**src/rtl/riscv_pkg.sv**
```systemverilog
// Shared RISC-V encoding constants: opcodes, immediate kind coding (same as ImmSrc
// on the decode side) and the legal immediate ranges.
package riscv_pkg;

  localparam logic [6:0] OP_LOAD   = 7'b0000011;
  localparam logic [6:0] OP_STORE  = 7'b0100011;
  localparam logic [6:0] OP_BRANCH = 7'b1100011;

  typedef enum logic [1:0] {
    IMM_I   = 2'b00,
    IMM_S   = 2'b01,
    IMM_B   = 2'b10,
    IMM_BAD = 2'b11
  } imm_kind_e;

  localparam logic signed [31:0] IMM_IS_MIN = -32'sd2048;
  localparam logic signed [31:0] IMM_IS_MAX = 32'sd2047;
  localparam logic signed [31:0] IMM_B_MIN  = -32'sd4096;
  localparam logic signed [31:0] IMM_B_MAX  = 32'sd4094;

endpackage

```
**src/rtl/instr_encoder_if.sv**
```systemverilog
// Field-bundle input channel and encoded-word output channel of instr_encoder.
// slave is the encoder side, master the producer/consumer side.
interface instr_encoder_if #(
  parameter int ADDR_W = 10
) ();
  logic              in_valid;
  logic              in_ready;
  logic [1:0]        in_kind;
  logic [4:0]        in_rd;
  logic [4:0]        in_rs1;
  logic [4:0]        in_rs2;
  logic [2:0]        in_funct3;
  logic [31:0]       in_imm;
  logic              out_valid;
  logic              out_ready;
  logic [31:0]       out_instr;
  logic [ADDR_W-1:0] out_addr;

  modport slave (
    input  in_valid, in_kind, in_rd, in_rs1, in_rs2, in_funct3, in_imm, out_ready,
    output in_ready, out_valid, out_instr, out_addr
  );

  modport master (
    output in_valid, in_kind, in_rd, in_rs1, in_rs2, in_funct3, in_imm, out_ready,
    input  in_ready, out_valid, out_instr, out_addr
  );
endinterface

```
**src/rtl/imm_pack.sv**
```systemverilog
// Combinational fields-to-word packer for lw/sw/beq, plus a flag raised when the
// immediate does not fit its field (or a branch offset is odd).
module imm_pack
  import riscv_pkg::*;
(
  input  logic [1:0]  kind_i,
  input  logic [4:0]  rd_i,
  input  logic [4:0]  rs1_i,
  input  logic [4:0]  rs2_i,
  input  logic [2:0]  funct3_i,
  input  logic [31:0] imm_i,
  output logic [31:0] instr_o,
  output logic        range_viol_o
);

  // Pack per immediate format and flag out-of-range immediates
  always_comb begin
    instr_o      = 32'h0000_0000;
    range_viol_o = 1'b0;
    case (imm_kind_e'(kind_i))
      IMM_I: begin
        instr_o      = {imm_i[11:0], rs1_i, funct3_i, rd_i, OP_LOAD};
        range_viol_o = ($signed(imm_i) < IMM_IS_MIN) || ($signed(imm_i) > IMM_IS_MAX);
      end
      IMM_S: begin
        instr_o      = {imm_i[11:5], rs2_i, rs1_i, funct3_i, imm_i[4:0], OP_STORE};
        range_viol_o = ($signed(imm_i) < IMM_IS_MIN) || ($signed(imm_i) > IMM_IS_MAX);
      end
      IMM_B: begin
        // imm[0] has no field: branch targets are halfword aligned
        instr_o      = {imm_i[12], imm_i[10:5], rs2_i, rs1_i, funct3_i,
                        imm_i[4:1], imm_i[11], OP_BRANCH};
        range_viol_o = ($signed(imm_i) < IMM_B_MIN) || ($signed(imm_i) > IMM_B_MAX) ||
                       imm_i[0];
      end
      default: begin
        instr_o      = 32'h0000_0000;
        range_viol_o = 1'b0;
      end
    endcase
  end

endmodule

```
**src/rtl/instr_encoder.sv**
```systemverilog
// Streaming lw/sw/beq encoder with a one-deep output register and byte-address counter.
// Optional macro IMM_RANGE_CHECK_EN: reject out-of-range/odd immediates and report err.
module instr_encoder
  import riscv_pkg::*;
#(
  parameter int ADDR_W    = 10,
  parameter int BASE_ADDR = 0
) (
  input  logic                  clk,
  input  logic                  rst,
  input  logic                  clear,
  instr_encoder_if.slave        bus,
  output logic [15:0]           word_count,
  output logic                  err
);

  localparam logic [ADDR_W-1:0] BASE_A = ADDR_W'(BASE_ADDR);

  logic [31:0]       packed_s;
  logic              range_viol_s;
  logic              accept_s;
  logic              out_hs_s;
  logic              reject_s;
  logic              emit_s;
  logic              out_valid_q, out_valid_d;
  logic [31:0]       out_instr_q, out_instr_d;
  logic [ADDR_W-1:0] addr_q, addr_d;
  logic [15:0]       count_q, count_d;

  imm_pack u_pack (
    .kind_i       (bus.in_kind),
    .rd_i         (bus.in_rd),
    .rs1_i        (bus.in_rs1),
    .rs2_i        (bus.in_rs2),
    .funct3_i     (bus.in_funct3),
    .imm_i        (bus.in_imm),
    .instr_o      (packed_s),
    .range_viol_o (range_viol_s)
  );

  assign bus.in_ready  = !clear && (!out_valid_q || bus.out_ready);
  assign accept_s      = bus.in_valid && bus.in_ready;
  assign out_hs_s      = out_valid_q && bus.out_ready && !clear;
  assign emit_s        = accept_s && !reject_s;
  assign bus.out_valid = out_valid_q;
  assign bus.out_instr = out_instr_q;
  assign bus.out_addr  = addr_q;
  assign word_count    = count_q;

`ifdef IMM_RANGE_CHECK_EN
  logic err_q, err_d;

  assign reject_s = accept_s && ((bus.in_kind == IMM_BAD) || range_viol_s);
  assign err      = err_q;

  // Sticky error flag next state
  always_comb begin
    if (clear) begin
      err_d = 1'b0;
    end else begin
      err_d = err_q || reject_s;
    end
  end

  // Error flag register
  always_ff @(posedge clk) begin
    if (rst) begin
      err_q <= 1'b0;
    end else begin
      err_q <= err_d;
    end
  end
`else
  logic unused_range_viol_s;

  // Illegal kind is still dropped, silently
  assign reject_s            = accept_s && (bus.in_kind == IMM_BAD);
  assign unused_range_viol_s = range_viol_s;
  assign err                 = 1'b0;
`endif

  // Output register, address and word counter next state; clear wins over handshakes
  always_comb begin
    out_valid_d = out_valid_q;
    out_instr_d = out_instr_q;
    addr_d      = addr_q;
    count_d     = count_q;
    if (clear) begin
      out_valid_d = 1'b0;
      addr_d      = BASE_A;
      count_d     = 16'h0000;
    end else begin
      if (out_hs_s) begin
        addr_d = addr_q + ADDR_W'(4);
        if (count_q != 16'hFFFF) begin
          count_d = count_q + 16'h0001;
        end else begin
          count_d = count_q;
        end
      end else begin
        addr_d  = addr_q;
        count_d = count_q;
      end
      // A rejected bundle leaves any held word untouched
      if (emit_s) begin
        out_valid_d = 1'b1;
        out_instr_d = packed_s;
      end else if (out_hs_s) begin
        out_valid_d = 1'b0;
      end else begin
        out_valid_d = out_valid_q;
      end
    end
  end

  // State registers
  always_ff @(posedge clk) begin
    if (rst) begin
      out_valid_q <= 1'b0;
      out_instr_q <= 32'h0000_0000;
      addr_q      <= BASE_A;
      count_q     <= 16'h0000;
    end else begin
      out_valid_q <= out_valid_d;
      out_instr_q <= out_instr_d;
      addr_q      <= addr_d;
      count_q     <= count_d;
    end
  end

endmodule

```
**src/flat_wrapper.sv**
```systemverilog
// flat-port wrapper written by rule: the top's interface ports become plain ports
module instr_encoder_flat import riscv_pkg::*;
#(
  parameter int ADDR_W    = 10,
  parameter int BASE_ADDR = 0
)
  (clk, rst, clear, word_count, err, bus_in_valid, bus_in_kind, bus_in_rd, bus_in_rs1, bus_in_rs2, bus_in_funct3, bus_in_imm, bus_out_ready, bus_in_ready, bus_out_valid, bus_out_instr, bus_out_addr);
  instr_encoder_if #(.ADDR_W(ADDR_W)) bus_i ();
  input  logic clk;
  input  logic rst;
  input  logic clear;
  output logic [15:0] word_count;
  output logic err;
  input wire logic [$bits(bus_i.in_valid)-1:0] bus_in_valid;
  input wire logic [$bits(bus_i.in_kind)-1:0] bus_in_kind;
  input wire logic [$bits(bus_i.in_rd)-1:0] bus_in_rd;
  input wire logic [$bits(bus_i.in_rs1)-1:0] bus_in_rs1;
  input wire logic [$bits(bus_i.in_rs2)-1:0] bus_in_rs2;
  input wire logic [$bits(bus_i.in_funct3)-1:0] bus_in_funct3;
  input wire logic [$bits(bus_i.in_imm)-1:0] bus_in_imm;
  input wire logic [$bits(bus_i.out_ready)-1:0] bus_out_ready;
  output wire logic [$bits(bus_i.in_ready)-1:0] bus_in_ready;
  output wire logic [$bits(bus_i.out_valid)-1:0] bus_out_valid;
  output wire logic [$bits(bus_i.out_instr)-1:0] bus_out_instr;
  output wire logic [$bits(bus_i.out_addr)-1:0] bus_out_addr;
  assign bus_i.in_valid = bus_in_valid;
  assign bus_i.in_kind = bus_in_kind;
  assign bus_i.in_rd = bus_in_rd;
  assign bus_i.in_rs1 = bus_in_rs1;
  assign bus_i.in_rs2 = bus_in_rs2;
  assign bus_i.in_funct3 = bus_in_funct3;
  assign bus_i.in_imm = bus_in_imm;
  assign bus_i.out_ready = bus_out_ready;
  assign bus_in_ready = bus_i.in_ready;
  assign bus_out_valid = bus_i.out_valid;
  assign bus_out_instr = bus_i.out_instr;
  assign bus_out_addr = bus_i.out_addr;
  instr_encoder #(.ADDR_W(ADDR_W), .BASE_ADDR(BASE_ADDR)) u_core (.clk(clk), .rst(rst), .clear(clear), .bus(bus_i), .word_count(word_count), .err(err));
endmodule
```
**config.mk**
```make
export PLATFORM = sky130hd
export DESIGN_NAME = instr_encoder_flat
export DESIGN_NICKNAME = d
export VERILOG_FILES = /design/src/rtl/riscv_pkg.sv /design/src/rtl/instr_encoder_if.sv /design/src/rtl/imm_pack.sv /design/src/rtl/instr_encoder.sv /design/src/flat_wrapper.sv
export SDC_FILE = /design/constraint.sdc
export NUM_CORES = 1
export LEC_CHECK = 0
export CORE_ASPECT_RATIO = 0.8
export CORE_MARGIN = 1
export CORE_UTILIZATION = 29
export CTS_BUF_LIST = sky130_fd_sc_hd__clkbuf_4
export DETAILED_ROUTE_END_ITERATION = 12
export GPL_TIMING_DRIVEN = 0
export MAX_ROUTING_LAYER = met4
export SKIP_LAST_GASP = 1
export SLEW_MARGIN = 20
export SYNTH_ARGS = -nofsm -noshare
export SYNTH_HDL_FRONTEND = slang
export SYNTH_SLANG_ARGS = --single-unit
```
**constraint.sdc**
```tcl
create_clock -name clk -period 1.7 [get_ports clk]
set_input_delay 0.17 -clock clk [delete_from_list [all_inputs] [get_ports clk]]
set_output_delay 0.17 -clock clk [all_outputs]
set_load 0.03 [all_outputs]
```
* Word level (Yosys, flattened, before mapping)
Index checks and enable logic that the tools add are counted.
** Operators by class
- $add $sub $neg :: 2
- Eq/ne operators :: 4
- Mux-type cells :: 3
- Bitwise operators :: 1
- Reduce and logical (&&, ||, !) cells :: 15
** Operators with widths (count)
- 32-bit one-hot mux with 3 select lines :: 1
- 16-bit by 1-bit adder with 16-bit output, second input constant :: 1
- 16-bit inequality test, second input constant :: 1
- 10-bit by 3-bit adder with 10-bit output, second input constant :: 1
- 1-bit logical AND :: 6
- 2-bit == test, second input constant :: 2
- 2-bit AND reduction :: 2
- 1-bit zero test :: 3
- 2-bit by 1-bit == test with 1-bit output, second input constant :: 1
- 2-bit zero test :: 1
- 1-bit two-way mux :: 2
- 2-bit nonzero test :: 1
- 2-bit OR reduction :: 1
- 1-bit logical OR :: 1
- 1-bit NOT :: 1
** Word-level totals
- Flip-flop bits (word level) :: 59
- Input bits :: 57
- Output and inout port bits :: 61
- Word-level logic and storage cells :: 29

* Longest topological paths before layout
Gate-level depths: netlist of run 1.
- Word-level depth :: 8
- Mapped depth :: 7
- Depth with buffers taken out :: 6

* By module
A second synthesis of run 1 with hierarchy kept.
** Second synthesis, totals
- Cells, all modules :: 338
- Area, all modules :: 2922.8 µm²
** By module, submodules not included
- instr_encoder :: instances 1, cells an instance 261, area each 2432.3 µm², seq. area each 1141.1 µm²
- imm_pack :: instances 1, cells an instance 77, area each 490.5 µm², seq. area each 0.0 µm²

* Worst setup path before layout of run 1
OpenSTA, ideal clock, no wires.
- Path type :: flip-flop to flip-flop
- Start point :: register u_core.count_q[0], in the netlist u_core.word_count[0]
- End point :: register u_core.count_q[1], in the netlist u_core.word_count[1]
- Library setup time :: 132 ps
- Arrival time :: 1841 ps
- Required time :: 1568 ps
- Slack :: -273 ps
- Stages on the path, launching flop included :: 7
- Path buffers :: 1
- Clock period less this slack :: 1973 ps
- Cell sequence :: dfxtp_1 -> ha_1 -> nand4_1 -> nor4_2 -> clkbuf_1 -> nand3b_1 -> a21oi_1
** On the way
- Longest elaborated chain between the ends :: 2
- Elaborated cells on any way between the ends :: 3
- Those cells by class :: add/sub: 1; eq/ne: 1; reduce/logical: 1
** Ends and longest elaborated chain
- start: declaration :: line instr_encoder.sv:28 : logic [15:0] count_q, count_d;
- start signal: assignment :: line instr_encoder.sv:127 : count_q <= count_d;
- branches (longest 2 deep; another with 16-bit by 1-bit adder with 16-bit output)
Several ways; the timed one is not identified.
A chain may end at the register's enable or synchronous reset.

* Worst setup path in the final report of run 1
- Start point :: register u_core.out_valid_q, in the netlist u_core.bus.out_valid
- End point :: register u_core.out_instr_q[8], in the netlist u_core.bus.out_instr[8]
** On the way
- Longest elaborated chain between the ends :: 8
** Ends and longest elaborated chain
- start: declaration :: line instr_encoder.sv:25 : logic out_valid_q, out_valid_d;
- start signal: assignment :: line instr_encoder.sv:124 : out_valid_q <= out_valid_d;
- 1-bit zero test * :: line instr_encoder.sv:41 : assign bus.in_ready = !clear && (!out_valid_q || bus.out_ready);
- 1-bit logical OR * :: line instr_encoder.sv:41
- 1-bit logical AND * :: line instr_encoder.sv:41
- 1-bit logical AND * :: line instr_encoder.sv:42 : assign accept_s = bus.in_valid && bus.in_ready;
- 1-bit logical AND :: line instr_encoder.sv:77 : assign reject_s = accept_s && (bus.in_kind == IMM_BAD);
- 1-bit zero test :: line instr_encoder.sv:44 : assign emit_s = accept_s && !reject_s;
- 1-bit logical AND * :: line instr_encoder.sv:44
- 2-bit AND reduction (no line) *
- end signal: assignment :: line instr_encoder.sv:125 : out_instr_q <= out_instr_d;
- end: declaration :: line instr_encoder.sv:26 : logic [31:0] out_instr_q, out_instr_d;
Mark *: on every way between the ends. The rest lies on a longest branch, timed or not.

==> results of run 1 <==
-- metal layers --
| layer | vias up | share of wire, % |
|---|---|---|
| li1 | 1290 | - |
| met1 | 1227 | 51 |
| met2 | 57 | 44 |
| met3 | 7 | 3.1 |
| met4 | 0 | 1.2 |
| met5 | - | 0 |
-- logic make-up (layout without fill, tap and decap cells) --
logic type                 count (synthesis)  after routing
buffers and inverters                     28            139
other                                      1              6
adders and majority gates                  8              8
muxes                                      2              2
DFF                                       53             53
AOI/OAI and AO/OA                         71             71
xor gates and xnor gates                   6              6
and+or+nand+nor                          129            129
-- state kept, by name, indices dropped and copies added, names as in the netlist --
signal and cells:
u_core.bus.out_instr 28, u_core.bus.out_addr 8, u_core.word_count 16, u_core.bus.out_valid 1
-- cell usage in the layout, fill, tap and decap left out, drive strengths merged, types with 6 or more instances in the layout --
cell and count:
clkdlybuf4s50 70, dfxtp 53, nand2 45, a21oi 42, buf 25, nand3 22
or3 18, clkbuf 17, dlymetal6s2s 14, nor2 12, a22oi 9, o21ai 9
ha 8, dlygate4sd2 7, nand4 6, xor2 6, conb 6
-- stage by stage --
step	hold WS, ns	cells	area [um^2]	setup slack (ns)
floorplan	0.322	303	2560	-0.00424
global placement	0.438	502	3600	-0.735
detailed placement	0.444	502	3600	-0.775
CTS	0.100	521	3810	-0.0500
global route	0.0977	522	3950	-0.111
finish	0.114	522	3950	-0.0437
-- worst min path at each step --
stage	startpoint	end	slack [ns]	cells after the start
finish	clear	u_core.word_count[15]	0.11	3
global route	clear	u_core.word_count[15]	0.1	3
CTS	clear	u_core.word_count[11]	0.10	3
detailed placement	u_core.bus.out_instr[16]	u_core.bus.out_instr[16]	0.44	2
global placement	u_core.bus.out_instr[13]	u_core.bus.out_instr[13]	0.44	2
floorplan	bus_in_funct3[0]	u_core.bus.out_instr[12]	0.32	2
-- worst max-delay path, stage by stage (launching register included) --
cell      delay, ns
dfxtp_4        0.40
nor2b_4        0.13
or4b_4         0.53
clkbuf_8       0.17
or3_1          0.35
a21oi_2        0.11
-- power breakdown --
group          internal (mW)  total (mW)  switching, mW
Sequential              1.25        1.27         0.0121
Clock                  0.330       0.742          0.412
Combinational          0.185       0.395          0.210
Total                   1.77        2.40          0.634
-- repair_timing --
action	CTS	global route
hold buffers	0	0
pin swaps	22	22
resized for setup	22	40
gates cloned	1	0
endpoints found under the setup margin	46	53
buffers inserted	10	2
-- cell type report --
class | instances | area, um^2 | share of cell area [%]
Clock inverter | 2 | 38.8 | 0.983
Tap cell | 108 | 135 | 3.42
Multi-Input combinational cell | 222 | 1420 | 35.8
Timing Repair Buffer | 104 | 1050 | 26.6
Inverter | 4 | 15.0 | 0.380
Sequential cell | 53 | 1100 | 27.8
Clock buffer | 6 | 45.0 | 1.14
Buffer | 23 | 153 | 3.87
==> results.json, run 1 <==
{
  "outcome": "finished with violations",
  "violations": "negative setup slack",
  "post-route-min-period_ns": 1.74,
  "antenna_found_initial": 0,
  "routed_via_density": 4.94,
  "setup_tns_ns": -0.359,
  "synth-simple-area-share_pct": 27.8,
  "crit_path_end": "u_core.bus.out_instr[8]",
  "core-area_mm2": 0.00813,
  "rows": 29,
  "synth_top_family_by_area": "simple AND/OR/NAND/NOR gates",
  "r2r_slack_ns": -0.04,
  "yosys_warnings": 0,
  "worstMarginPinSlew_ns": 0.562,
  "grt_overflow": 0,
  "port_buffers": 91,
  "synth-seq-cells": 53,
  "fin_ws_ns": -0.0437,
  "wl_um": 7650,
  "die_area_mm2": 0.00895,
  "clk_pin_slew_ns": 0.17,
  "worstPathRequired_ns": 2.03,
  "synthMostInstantiatedCell": "dfxtp_1",
  "drv_slew": 0,
  "drtIter0Drc": 84,
  "crit_start": "u_core.bus.out_valid",
  "rsz0062_at_grt": "yes",
  "postRouteAntennaNets": 0,
  "finalCritPeriodShare_pct": 103,
  "ys.flop_type": "dfxtp_1",
  "initial_core_util_pct": 30.6,
  "wl_per_cell_um": 14.7,
  "cts_made_buffers": 5,
  "ys_top_cells_by_area": "dfxtp_1 (43%), a21oi_1 (8.5%), nand2_1 (6.8%), or3_1 (4.5%), nand3_1 (4.4%)",
  "synth_top_area_share_pct": 42.7,
  "yosys.area_share.adder_pct": 4.03,
  "areaGrowthSynthToFinish_pct": 58.8,
  "finish.utilization_pct": 48.6,
  "p_per_area_mw_per_mm2": 609,
  "h-tree-depth": 2,
  "first_global_vias": 2439,
  "p_total_mw": 2.40,
  "globalRouteTotalUtil_pct": 17.4,
  "timing.rr.start": "u_core.bus.out_valid",
  "slew_headroom_pct": 62.5,
  "synth-xor-area-share_pct": 2.11,
  "netlist-cell-type-count": 42,
  "synth_edf_count": 0,
  "cts_num_sinks": 53,
  "chipWidth_um": 106,
  "synthMuxAreaShare_pct": 0.805,
  "grt_max_degree": 17,
  "busiest_layer": "met2",
  "critPathLaunchType": "flip-flop",
  "fp.dieH_um": 84.8,
  "hold_viol": 0,
  "worstSetupPathType": "reg2reg",
  "layout-drive-gt1-share_pct": 18.6,
  "grt.met2_usage_pct": 26.8,
  "grtUsageMet3_pct": 2.23,
  "grt_pass1_wl_um": 12000,
  "fmax_mhz": 573,
  "synth_area_per_cell_um2": 8.34,
  "fillers": 816,
  "antennaDiodeCount": 0,
  "syn_inst": 298,
  "root_buffer": "clkbuf_4",
  "cts_tree": "built",
  "first_pass_iters": 4,
  "cp_data_arrival_time_ns": 2.08,
  "gp_congestion": 0.847,
  "peakVddDrop_mv": 0.385,
  "synthTopCellsByCount": "dfxtp_1 (53), nand2_1 (45), a21oi_1 (42)",
  "ys_async_sr_fraction_pct": 0,
  "synth_compound_area_share_pct": 16.8,
  "yosysTopAreaCell": "dfxtp_1",
  "clockBufferDepth": 2,
  "r2r_end": "u_core.bus.out_instr[8]",
  "drcViolationCount": 0,
  "fin_nets": 478,
  "vias": 2581,
  "ios": 118,
  "p_leak_nw": 1.62,
  "cap_violations": 0,
  "crit_fanout": 5,
  "synth-seq-area-share_pct": 42.7,
  "endpoint_kind": "flip-flop",
  "use_met1_pct": 23.9,
  "syn_area_mm2": 0.00249,
  "setup_violations": 23,
  "dp_hpwl_um": 5480,
  "finClkSkew_ns": 0.0237,
  "hp-class": "in2reg",
  "clk_latency_ns": 0.38,
  "reg2regPathDepth": 5
}
No activity file was read; power rests on OpenSTA's default activity.
==> run 2: changes to the inputs <==
--- a/config.mk
+++ b/config.mk
@@ -12,6 +12,7 @@
 export DETAILED_ROUTE_END_ITERATION = 12
 export GPL_TIMING_DRIVEN = 0
 export MAX_ROUTING_LAYER = met4
+export PLACE_DENSITY = 0.64
 export SKIP_LAST_GASP = 1
 export SLEW_MARGIN = 20
 export SYNTH_ARGS = -nofsm -noshare
==> run 2 against run 1 <==
The run still ends with negative setup slack left. Global-route usage shrank 0.30 points. Hold slack lost 0.017 ns. Flip-flop and latch count is the same. Critical path type unchanged.
==> results.json, run 2 (synthesis results as in run 1) <==
{
  "cts_made_buffers": 5,
  "multi_input_area_mm2": 0.00140,
  "worstMarginPinSlew_ns": 0.564,
  "fp.dieH_um": 84.8,
  "layout_common_cells": "clkdlybuf4s50_1 (80), nand2_1 (45), a21oi_1 (39), dfxtp_1 (36), buf_4 (21)",
  "gp_congestion": 0.808,
  "fillers": 799,
  "grt_max_degree": 16,
  "drcViolationCount": 0,
  "grt_pass1_wl_um": 11800,
  "fin_ws_ns": -0.0704,
  "peakVddDrop_mv": 0.320,
  "critPathLaunchType": "flip-flop",
  "post-route-min-period_ns": 1.77,
  "cts_num_sinks": 53,
  "endpoint_kind": "flip-flop",
  "port_buffers": 91,
  "r2r_slack_ns": -0.07,
  "finalCritPeriodShare_pct": 104,
  "vias": 2600,
  "antennaDiodeCount": 0,
  "hp-class": "in2reg",
  "grt_overflow": 0,
  "p_per_area_mw_per_mm2": 611,
  "layout_commonest_cell": "clkdlybuf4s50_1",
  "seq_area_mm2": 0.00111,
  "pre_cts_ws_ns": -0.749,
  "die_area_mm2": 0.00895,
  "p_total_mw": 2.39,
  "finish.utilization_pct": 48.2,
  "crit_start": "u_core.bus.out_valid",
  "slew_headroom_pct": 62.4,
  "ios": 118,
  "hold_viol": 0,
  "largest_register_ffs": 28,
  "hold_slack_ns": 0.0973,
  "reg2regPathDepth": 5,
  "initial_core_util_pct": 30.6,
  "routed_via_density": 4.98,
  "p_leak_nw": 1.45,
  "fin_nets": 478,
  "cap_violations": 0,
  "wl_per_cell_um": 14.8,
  "chipWidth_um": 106,
  "cp_data_arrival_time_ns": 2.09,
  "finClkSkew_ns": 0.0105,
  "clk_pin_slew_ns": 0.15,
  "first_pass_iters": 4,
  "rsz0062_at_grt": "yes",
  "worstPathRequired_ns": 2.02,
  "drv_slew": 0,
  "violations": "negative setup slack",
  "clk_latency_ns": 0.38,
  "crit_fanout": 5,
  "clockBufferDepth": 2,
  "root_buffer": "clkbuf_4",
  "layout-drive-gt1-share_pct": 17.9,
  "postRouteAntennaNets": 0,
  "crit_path_end": "u_core.bus.out_instr[21]",
  "h-tree-depth": 2,
  "areaGrowthSynthToFinish_pct": 57.5,
  "timing.rr.start": "u_core.bus.out_valid",
  "antenna_found_initial": 0,
  "setup_tns_ns": -0.287,
  "core-area_mm2": 0.00813,
  "rows": 29,
  "setup_violations": 11,
  "fmax_mhz": 565,
  "drtIter0Drc": 147,
  "first_global_vias": 2398,
  "r2r_end": "u_core.bus.out_instr[21]",
  "cts_tree": "built",
  "wl_um": 7720,
  "outcome": "finished with violations",
  "holdBufCountCts": 0,
  "worstSetupPathType": "reg2reg",
  "globalRouteTotalUtil_pct": 17.1,
  "dp_hpwl_um": 5460
}
## run 2: where the power goes
part	internal, mW	leakage [nW]	switching (mW)	total (mW)
Sequential	1.25	0.440	0.0131	1.26
Clock	0.323	0.0433	0.410	0.733
Combinational	0.186	0.966	0.210	0.396
Total	1.76	1.45	0.633	2.39
## run 2: cell type report
type	instances	share of cell area, %
Buffer	23	3.77
Clock buffer	6	1.15
Clock inverter	2	0.863
Inverter	4	0.384
Multi-Input combinational cell	222	35.6
Sequential cell	53	28.3
Tap cell	108	3.45
Timing Repair Buffer	104	26.5
## run 2: what timing repair did
item	CTS	global route
cloned	1	0
gates resized for setup	26	24
endpoints found under the setup margin	44	44
buffers inserted	5	7
pin swaps	18	10
## run 2: worst min-delay path by stage
stage / from / end / cells after the start
2_1_floorplan: bus_in_funct3[0] / u_core.bus.out_instr[12] / 2
3_3_place_gp: u_core.bus.out_instr[12] / u_core.bus.out_instr[12] / 2
3_5_place_dp: u_core.bus.out_instr[28] / u_core.bus.out_instr[28] / 2
4_1_cts: clear / u_core.word_count[11] / 3
5_1_grt: clear / u_core.word_count[15] / 3
6_report: clear / u_core.word_count[11] / 3
## run 2: layer usage
layer | part of all wire, % | global-route usage, %
met1 | 49 | 24.0
met2 | 45 | 25.7
met3 | 5.2 | 2.61
met4 | 1.2 | 4.17
met5 | 0 | -
## run 2: worst max-delay path: stages, from the launching register on
cell      delay, ns
dfxtp_4        0.39
nor2b_4        0.13
or4b_4         0.53
clkbuf_8       0.17
or3_1          0.37
a21oi_2        0.13
## run 2: per-stage QoR
step,std cells,area (um^2)
after floorplan,303,2560
after global placement,502,3600
after detailed placement,502,3600
after CTS,516,3800
after global routing,522,3920
final,522,3920
